File: src/rtl/irq_controller.sv
// -----------------------------------------------------------------------------
// irq_controller
//
// Sits between the external interrupt sources and the core's INT request.
// Four asynchronous request lines are synchronized, their rising edges are
// latched as pending, a software mask selects which may interrupt, and a
// single fixed-priority request (lowest index wins) is presented to the core.
// The presented request is held until the core acknowledges it. No further
// request is raised until the core signals end-of-interrupt.
//
// Ports:
//   clk        - single clock for all logic
//   rst        - asynchronous, active-high reset
//   int_in     - asynchronous request lines, rising edge is the event
//   irq        - request to the core (high only in REQ)
//   irq_id     - index of the presented source, valid while irq=1
//   ack        - one-cycle pulse: core has taken the exception
//   eoi        - one-cycle pulse: handler has returned
//   in_service - high between ack and eoi
//   reg_we     - register write strobe
//   reg_addr   - 0 MASK, 1 PENDING (write-1-to-clear), 2 STATUS (read-only)
//   reg_wdata  - write data, bits [NUM_IRQ-1:0] used
//   reg_rdata  - combinational read data, unused bits read as 0
// -----------------------------------------------------------------------------
module irq_controller #(
  parameter int NUM_IRQ     = 4,
  parameter int SYNC_STAGES = 2,
  localparam int ID_W       = $clog2(NUM_IRQ)
) (
  input  logic               clk,
  input  logic               rst,
  input  logic [NUM_IRQ-1:0] int_in,
  output logic               irq,
  output logic [ID_W-1:0]    irq_id,
  input  logic               ack,
  input  logic               eoi,
  output logic               in_service,
  input  logic               reg_we,
  input  logic [1:0]         reg_addr,
  input  logic [31:0]        reg_wdata,
  output logic [31:0]        reg_rdata
);

  typedef enum logic [1:0] {
    IDLE    = 2'd0,
    REQ     = 2'd1,
    SERVICE = 2'd2
  } state_t;

  localparam logic [1:0] ADDR_MASK    = 2'd0;
  localparam logic [1:0] ADDR_PENDING = 2'd1;
  localparam logic [1:0] ADDR_STATUS  = 2'd2;

  // Synchronizer chain; stage 0 is the first to see int_in.
  logic [SYNC_STAGES-1:0][NUM_IRQ-1:0] sync_reg;
  // Delayed copy of the last synchronizer stage, used for edge detection.
  logic [NUM_IRQ-1:0] prev_reg;

  logic [NUM_IRQ-1:0] mask_reg;
  logic [NUM_IRQ-1:0] pending_reg;
  logic [NUM_IRQ-1:0] pending_next;
  logic [ID_W-1:0]    id_reg;
  logic [ID_W-1:0]    id_next;
  state_t             state_reg;
  state_t             state_next;

  logic [NUM_IRQ-1:0] sync_out;
  logic [NUM_IRQ-1:0] rise;
  logic [NUM_IRQ-1:0] eligible;
  logic [NUM_IRQ-1:0] wr_clr;
  logic [NUM_IRQ-1:0] ack_clr;
  logic [ID_W-1:0]    prio_id;

  // Only the low bits of the write data carry register content.
  logic unused_wdata;
  assign unused_wdata = ^reg_wdata[31:NUM_IRQ];

  // ---------------------------------------------------------------------------
  // Synchronizer and edge detect. Clearing to 0 on reset means a line held
  // high through reset is seen as one fresh edge after release.
  // ---------------------------------------------------------------------------
  always_ff @(posedge clk or posedge rst) begin
    if (rst) begin
      sync_reg <= '0;
      prev_reg <= '0;
    end else begin
      sync_reg[0] <= int_in;
      for (int k = 1; k < SYNC_STAGES; k++) begin
        sync_reg[k] <= sync_reg[k-1];
      end
      prev_reg <= sync_reg[SYNC_STAGES-1];
    end
  end

  assign sync_out = sync_reg[SYNC_STAGES-1];
  assign rise     = sync_out & ~prev_reg;

  // ---------------------------------------------------------------------------
  // Pending / mask registers
  // ---------------------------------------------------------------------------
  assign wr_clr = (reg_we && reg_addr == ADDR_PENDING) ? reg_wdata[NUM_IRQ-1:0] : '0;

  // A fresh edge is OR-ed in after the clears so it survives a same-cycle
  // software clear or acknowledge of the same bit.
  assign pending_next = (pending_reg & ~(wr_clr | ack_clr)) | rise;

  always_ff @(posedge clk or posedge rst) begin
    if (rst) begin
      mask_reg    <= '0;
      pending_reg <= '0;
    end else begin
      pending_reg <= pending_next;
      if (reg_we && reg_addr == ADDR_MASK) begin
        mask_reg <= reg_wdata[NUM_IRQ-1:0];
      end
    end
  end

  assign eligible = pending_reg & mask_reg;

  // Fixed priority: scanning downwards lets the lowest eligible index win.
  always_comb begin
    prio_id = '0;
    for (int i = NUM_IRQ - 1; i >= 0; i--) begin
      if (eligible[i]) begin
        prio_id = ID_W'(i);
      end
    end
  end

  // ---------------------------------------------------------------------------
  // Request state machine
  // ---------------------------------------------------------------------------
  always_ff @(posedge clk or posedge rst) begin
    if (rst) begin
      state_reg <= IDLE;
      id_reg    <= '0;
    end else begin
      state_reg <= state_next;
      id_reg    <= id_next;
    end
  end

  always_comb begin
    state_next = state_reg;
    id_next    = id_reg;
    ack_clr    = '0;
    case (state_reg)
      IDLE: begin
        if (|eligible) begin
          state_next = REQ;
          id_next    = prio_id;
        end
      end
      REQ: begin
        // The core has committed once it acks, so ack takes precedence
        // over a withdrawal seen in the same cycle.
        if (ack) begin
          state_next = SERVICE;
          ack_clr    = {{(NUM_IRQ-1){1'b0}}, 1'b1} << id_reg;
        end else if (!eligible[id_reg]) begin
          state_next = IDLE;
        end
      end
      SERVICE: begin
        if (eoi) begin
          state_next = IDLE;
        end
      end
      default: begin
        state_next = IDLE;
      end
    endcase
  end

  assign irq        = (state_reg == REQ);
  assign in_service = (state_reg == SERVICE);
  assign irq_id     = id_reg;

  // ---------------------------------------------------------------------------
  // Register read port
  // ---------------------------------------------------------------------------
  always_comb begin
    reg_rdata = '0;
    case (reg_addr)
      ADDR_MASK:    reg_rdata[NUM_IRQ-1:0] = mask_reg;
      ADDR_PENDING: reg_rdata[NUM_IRQ-1:0] = pending_reg;
      ADDR_STATUS:  reg_rdata[ID_W+3:0]    = {in_service, irq, id_reg, 2'b00};
      default:      reg_rdata              = '0;
    endcase
  end

endmodule

File: config.mk
export PLATFORM = sky130hd
export DESIGN_NAME = irq_controller
export DESIGN_NICKNAME = d
export VERILOG_FILES = /design/src/rtl/irq_controller.sv
export SDC_FILE = /design/constraint.sdc
export NUM_CORES = 1
export LEC_CHECK = 0
export BUFFER_PORTS_ARGS = -buffer_cell sky130_fd_sc_hd__buf_2
export CORE_MARGIN = 4
export CORE_UTILIZATION = 41
export DETAILED_ROUTE_END_ITERATION = 7
export PLACE_DENSITY = 0.79
export SLEW_MARGIN = 15
export SYNTH_ARGS = -nofsm -noshare
export SYNTH_HDL_FRONTEND = slang
export SYNTH_SLANG_ARGS = --single-unit
File: constraint.sdc
create_clock -name clk -period 1.7 [get_ports clk]
set_clock_uncertainty 0.1 [all_clocks]
set_input_delay 0.17 -clock clk [delete_from_list [all_inputs] [get_ports clk]]
set_output_delay 0.17 -clock clk [all_outputs]
set_load 0.02 [all_outputs]
Word-level counts from Yosys, hierarchy flattened
Cells that the tools add are included.
{"block": "word_totals", "register_bits": 24, "in_bits": 43, "output_inout_bits": 36, "elab_cells": 46}
{"block": "op_classes", "magnitude_cmp": 1, "n_eq_ne": 7, "shift": 1, "n_mux": 16, "n_bitwise": 7, "reduce_logical": 7}
{"operator": "2-bit two-way mux", "n": 9}
{"operator": "4-bit bitwise AND", "n": 3}
{"operator": "4-bit two-way mux", "n": 3}
{"operator": "4-bit case mux with 3 select lines", "n": 1}
{"operator": "4-bit NOT", "n": 2}
{"operator": "4-bit OR", "n": 2}
{"operator": "2-bit case mux with 3 select lines", "n": 1}
{"operator": "2-bit by 1-bit == test with 1-bit output, second input constant", "n": 2}
{"operator": "2-bit == test, second input constant", "n": 2}
{"operator": "2-bit zero test", "n": 2}
{"operator": "2-bit != test, second input constant", "n": 2}
{"operator": "4-bit OR reduction", "n": 1}
{"operator": "1-bit by 2-bit << shifter with 4-bit output, first input constant", "n": 1}
{"operator": "2-bit by 3-bit less-than comparator with 1-bit output, second input constant", "n": 1}
{"operator": "3-bit != test, second input constant", "n": 1}
{"operator": "3-bit AND reduction", "n": 1}
{"operator": "1-bit binary-select mux with 2-bit select", "n": 1}
{"operator": "1-bit logical AND", "n": 2}
{"operator": "2-bit AND reduction", "n": 1}
{"operator": "1-bit two-way mux", "n": 1}

Depth between registers and ports, before layout
{"block": "depth", "ltp_word": 7, "depth_mapped": 5, "depth_no_buf": 4}

Least setup slack after synthesis
Ideal clock, no wire load.
{"block": "synth_path", "kind": "flip-flop to flip-flop", "start": "register state_reg[1]", "end": "register pending_reg[0]", "setup_time_ns": 0.132, "t_arrival_ns": 1.123, "t_required_ns": 1.468, "slack_ns": 0.345, "stages_incl_launch_ff": 5, "path_buffers": 0, "synth_period_minus_slack_ns": 1.355, "cell_sequence": "dfrtp_1 and2b_1 nand2_1 o311ai_1 o21ai_1"}
{"block": "synth_via", "elab_chain_len": 6}
{"element": "start: declaration", "line": "64", "source": "state_t state_reg;"}
{"element": "start signal: assignment", "line": "139", "source": "state_reg <= state_next;"}
{"element": "2-bit by 1-bit == test with 1-bit output"}
{"element": "named net irq", "line": "33", "source": "output logic irq,"}
{"element": "4-bit two-way mux", "line": "148", "source": "case (state_reg)"}
{"element": "4-bit OR", "line": "105", "source": "assign pending_next = (pending_reg & ~(wr_clr | ack_clr)) | rise;"}
{"element": "4-bit NOT", "line": "105"}
{"element": "4-bit bitwise AND", "line": "105"}
{"element": "4-bit OR", "line": "105"}
{"element": "named net pending_next[0]", "line": "61", "source": "logic [NUM_IRQ-1:0] pending_next;"}
{"element": "end signal: assignment", "line": "112", "source": "pending_reg <= pending_next;"}
{"element": "end: declaration", "line": "60", "source": "logic [NUM_IRQ-1:0] pending_reg;"}
The timed path passes the listed nets, and every way through them passes these cells.
A chain may end at the register's enable or synchronous reset.

Final worst setup path
{"block": "layout_path", "start": "register state_reg[1]", "end": "output port reg_rdata[4]"}
{"block": "layout_via", "elab_chain_len": 2}
{"element": "2-bit by 1-bit == test with 1-bit output", "line": "176", "source": "assign irq = (state_reg == REQ);"}
{"element": "2-bit two-way mux", "line": "185", "source": "case (reg_addr)"}
{"element": "end: declaration", "line": "41", "source": "output logic [31:0] reg_rdata"}
Every way passes these cells.

==> metrics.csv <==
stage;metric;value;unit
critical_path;endpoint_kind;output pin;
critical_path;cp.arrival;1.25;ns
sta;fin_setup_tns;0;ns
floorplan;die_area;3820;sq um
cts;htreeDepth;1;
cts;insertion_delay;0.30;ns
cells_and_area;fin_cells;178;
cells_and_area;nets;191;
floorplan;rows;19;
global_route;grt_max_degree;25;
drt;wl_per_cell;11.4;um
floorplan;ios;79;
synthesis;yosys_warnings;0;
flow_run;maxCapViolCount;0;
drt;ant_nets;0;
status;status;finished clean;
cts;clockRootBuffer;clkbuf_4;
global_route;grt_pass1_wl;3360;um
drt;drt_iter0_drc;34;
sta;holdWs;0.00974;ns
cells_and_area;drive_gt1_frac;0.218;
global_route;grtUsageTotal;0.120;
pwr;ir_worst_vdd;792;uV
floorplan;coreArea;2760;sq um
cells_and_area;antenna_cells;0;
sta;hold_viol_final;0;
synthesis;synth_cell_type_count;24;
worst_hold_path;hp-class;primary input to flip-flop;
synthesis;synth_fa_ha_area_frac;0;
synthesis;ys_top_cells_by_area;dfrtp_1 (51%), buf_4 (16%), nand2_1 (4.7%);
drt;wl;2030;um
synthesis;synth_edf_count;0;
floorplan;initial_core_util;0.430;
synthesis;yosys.area.top_type;dfrtp_1;
placed_design;portBuffers;24;
critical_path;worst_ep_required_time;1.43;ns
cells_and_area;finish.instance_area;1390;sq um
pwr;pwr_density_cell;1300;nW/um^2
synthesis;synth_xor_area_frac;0;
global_route;grt_pass1_vias;798;
synthesis;synthArstFlopShare;1.00;
global_route;antenna_found_initial;0;
sta;finalCriticalPeriod;1.52;ns
global_route;grt_remaining_overflow;0;
sta;fmax;660;MHz
cts;cts_made_buffers;3;
sta;fin_crit_sh;0.891;
cells_and_area;area_growth;17.1;%
drt;viasPerCell;4.64;
cts;post_cts_buffers;0;
synthesis;synth_top_family_by_area;buffers and inverters;
placed_design;place_inst;165;
placed_design;gp_congestion;0.765;
cts;cts_sinks;24;
cts;path_clk_slew;0.12;ns
synthesis;synth_compound_area_frac;0.0812;
critical_path;worstSetupPathType;flip-flop to output pin;
cts;cts_tree;done;
placed_design;hpwlAfterDp;1570;um
drt;drt-pass1-iter-count;4;
cts;postCtsHoldBufs;9;
critical_path;cp_max_fo;5;
synthesis;ys.flop_type;dfrtp_1;
sta;slew_violations;0;
floorplan;die_w;61.8;um
synthesis;synth_area_per_cell;10.7;sq um
cts;cts.path.max_buffers;2;
synthesis;postSynthCellCount;111;
sta;finalSetupViolCount;0;
drt;vias;826;
floorplan;fp.dieH;61.8;um
synthesis;synth_simple_gate_area_frac;0.122;
placed_design;place_area;1250;sq um
synthesis;synth-seq-cells;24;
synthesis;netlist_area;1190;sq um
cts;cts_resized;0;
synthesis;synth.mux.area_fraction;0.0992;
synthesis;yosysTopAreaCellShare;0.506;
sta;rsz0062_at_grt;no;
critical_path;critPathLaunchType;flip-flop;
synthesis;seq_area_frac_synth;0.506;
pwr;p_leak;0.712;nW
drt;drcViolationCount;0;
pwr;p_total;0.00180;W
==> cell usage in the layout, fill, tap and decap left out <==
cell type / count
nand2_1: 15
mux2i_1: 5
dlygate4sd3_1: 9
and3b_1: 1
o311ai_1: 2
inv_1: 6
and2b_1: 1
conb_1: 26
a32o_1: 1
nor2_1: 3
o21ai_2: 1
buf_2: 24
o211ai_1: 2
nand2b_1: 2
mux4_2: 1
nor2b_1: 2
bufinv_16: 1
buf_4: 1
o21ai_1: 5
dfrtp_1: 24
nor3b_4: 1
mux2_1: 4
nand3_1: 1
a21oi_1: 2
and2_1: 2
clkbuf_4: 3
o21ai_0: 2
==> cell usage after synthesis, types with 3 or more instances <==
| library cell | number |
|---|---|
| o21ai_1 | 5 |
| dfrtp_1 | 24 |
| nand2_1 | 15 |
| mux2_1 | 4 |
| inv_1 | 6 |
| nor2_1 | 3 |
| mux2i_1 | 5 |
| buf_4 | 26 |
==> cell type report <==
class	instances	area, sq um
clock inverter	1	30.0
inverter	6	22.5
sequential	24	601
timing repair buffer	34	218
multi-input combinational	79	457
clock buffer	3	22.5
tap	31	38.8
fill	251	1370
==> cell families (layout without fill, tap and decap cells) <==
logic type | count (synthesis) | in the layout
AND/OR/NAND/NOR | 28 | 28
other | 1 | 26
multiplexers | 10 | 10
AO/OA/AOI/OAI | 15 | 15
flip-flops | 24 | 24
buffers and inverters | 33 | 44
==> critical path, cell delays in order (launching register included) <==
cell and delay [ns]:
dfrtp_1 0.40, and2b_1 0.26, and2_1 0.13, buf_2 0.15
==> per-layer routing <==
layer,track usage,routed length [um]
met1,0.131,778
met2,0.218,972
met3,0.0248,237
met4,0.0636,38
met5,0,0
==> power breakdown <==
part           switching (W)  internal [W]  total, W  leakage [nW]
clock network       0.000159      0.000238  0.000397        0.0279
logic               0.000369      0.000239  0.000608         0.407
registers           0.000113      0.000681  0.000794         0.277
==> stage by stage <==
stage	util	setup WS (ns)
finish	0.504	0.185
global route	0.504	0.0930
CTS	0.504	0.164
detailed placement	0.452	0.350
global placement	0.452	0.393
floorplan	-	0.345
==> path summary, 6_finish.rpt <==
check	start	endpoint	slack, ns	cells after the start
max in group asynchronous	rst	state_reg[0]	0.95	4
min	eoi	state_reg[1]	0.01	3
max reg2reg	state_reg[1]	pending_reg[0]	0.35	4
min reg2reg	sync_reg[1]	sync_out[1]	0.26	0
max	state_reg[1]	reg_rdata[4]	0.18	3
min in group asynchronous	rst	sync_reg[1]	0.33	4
Note: power is estimated with default switching activity, not from simulation.
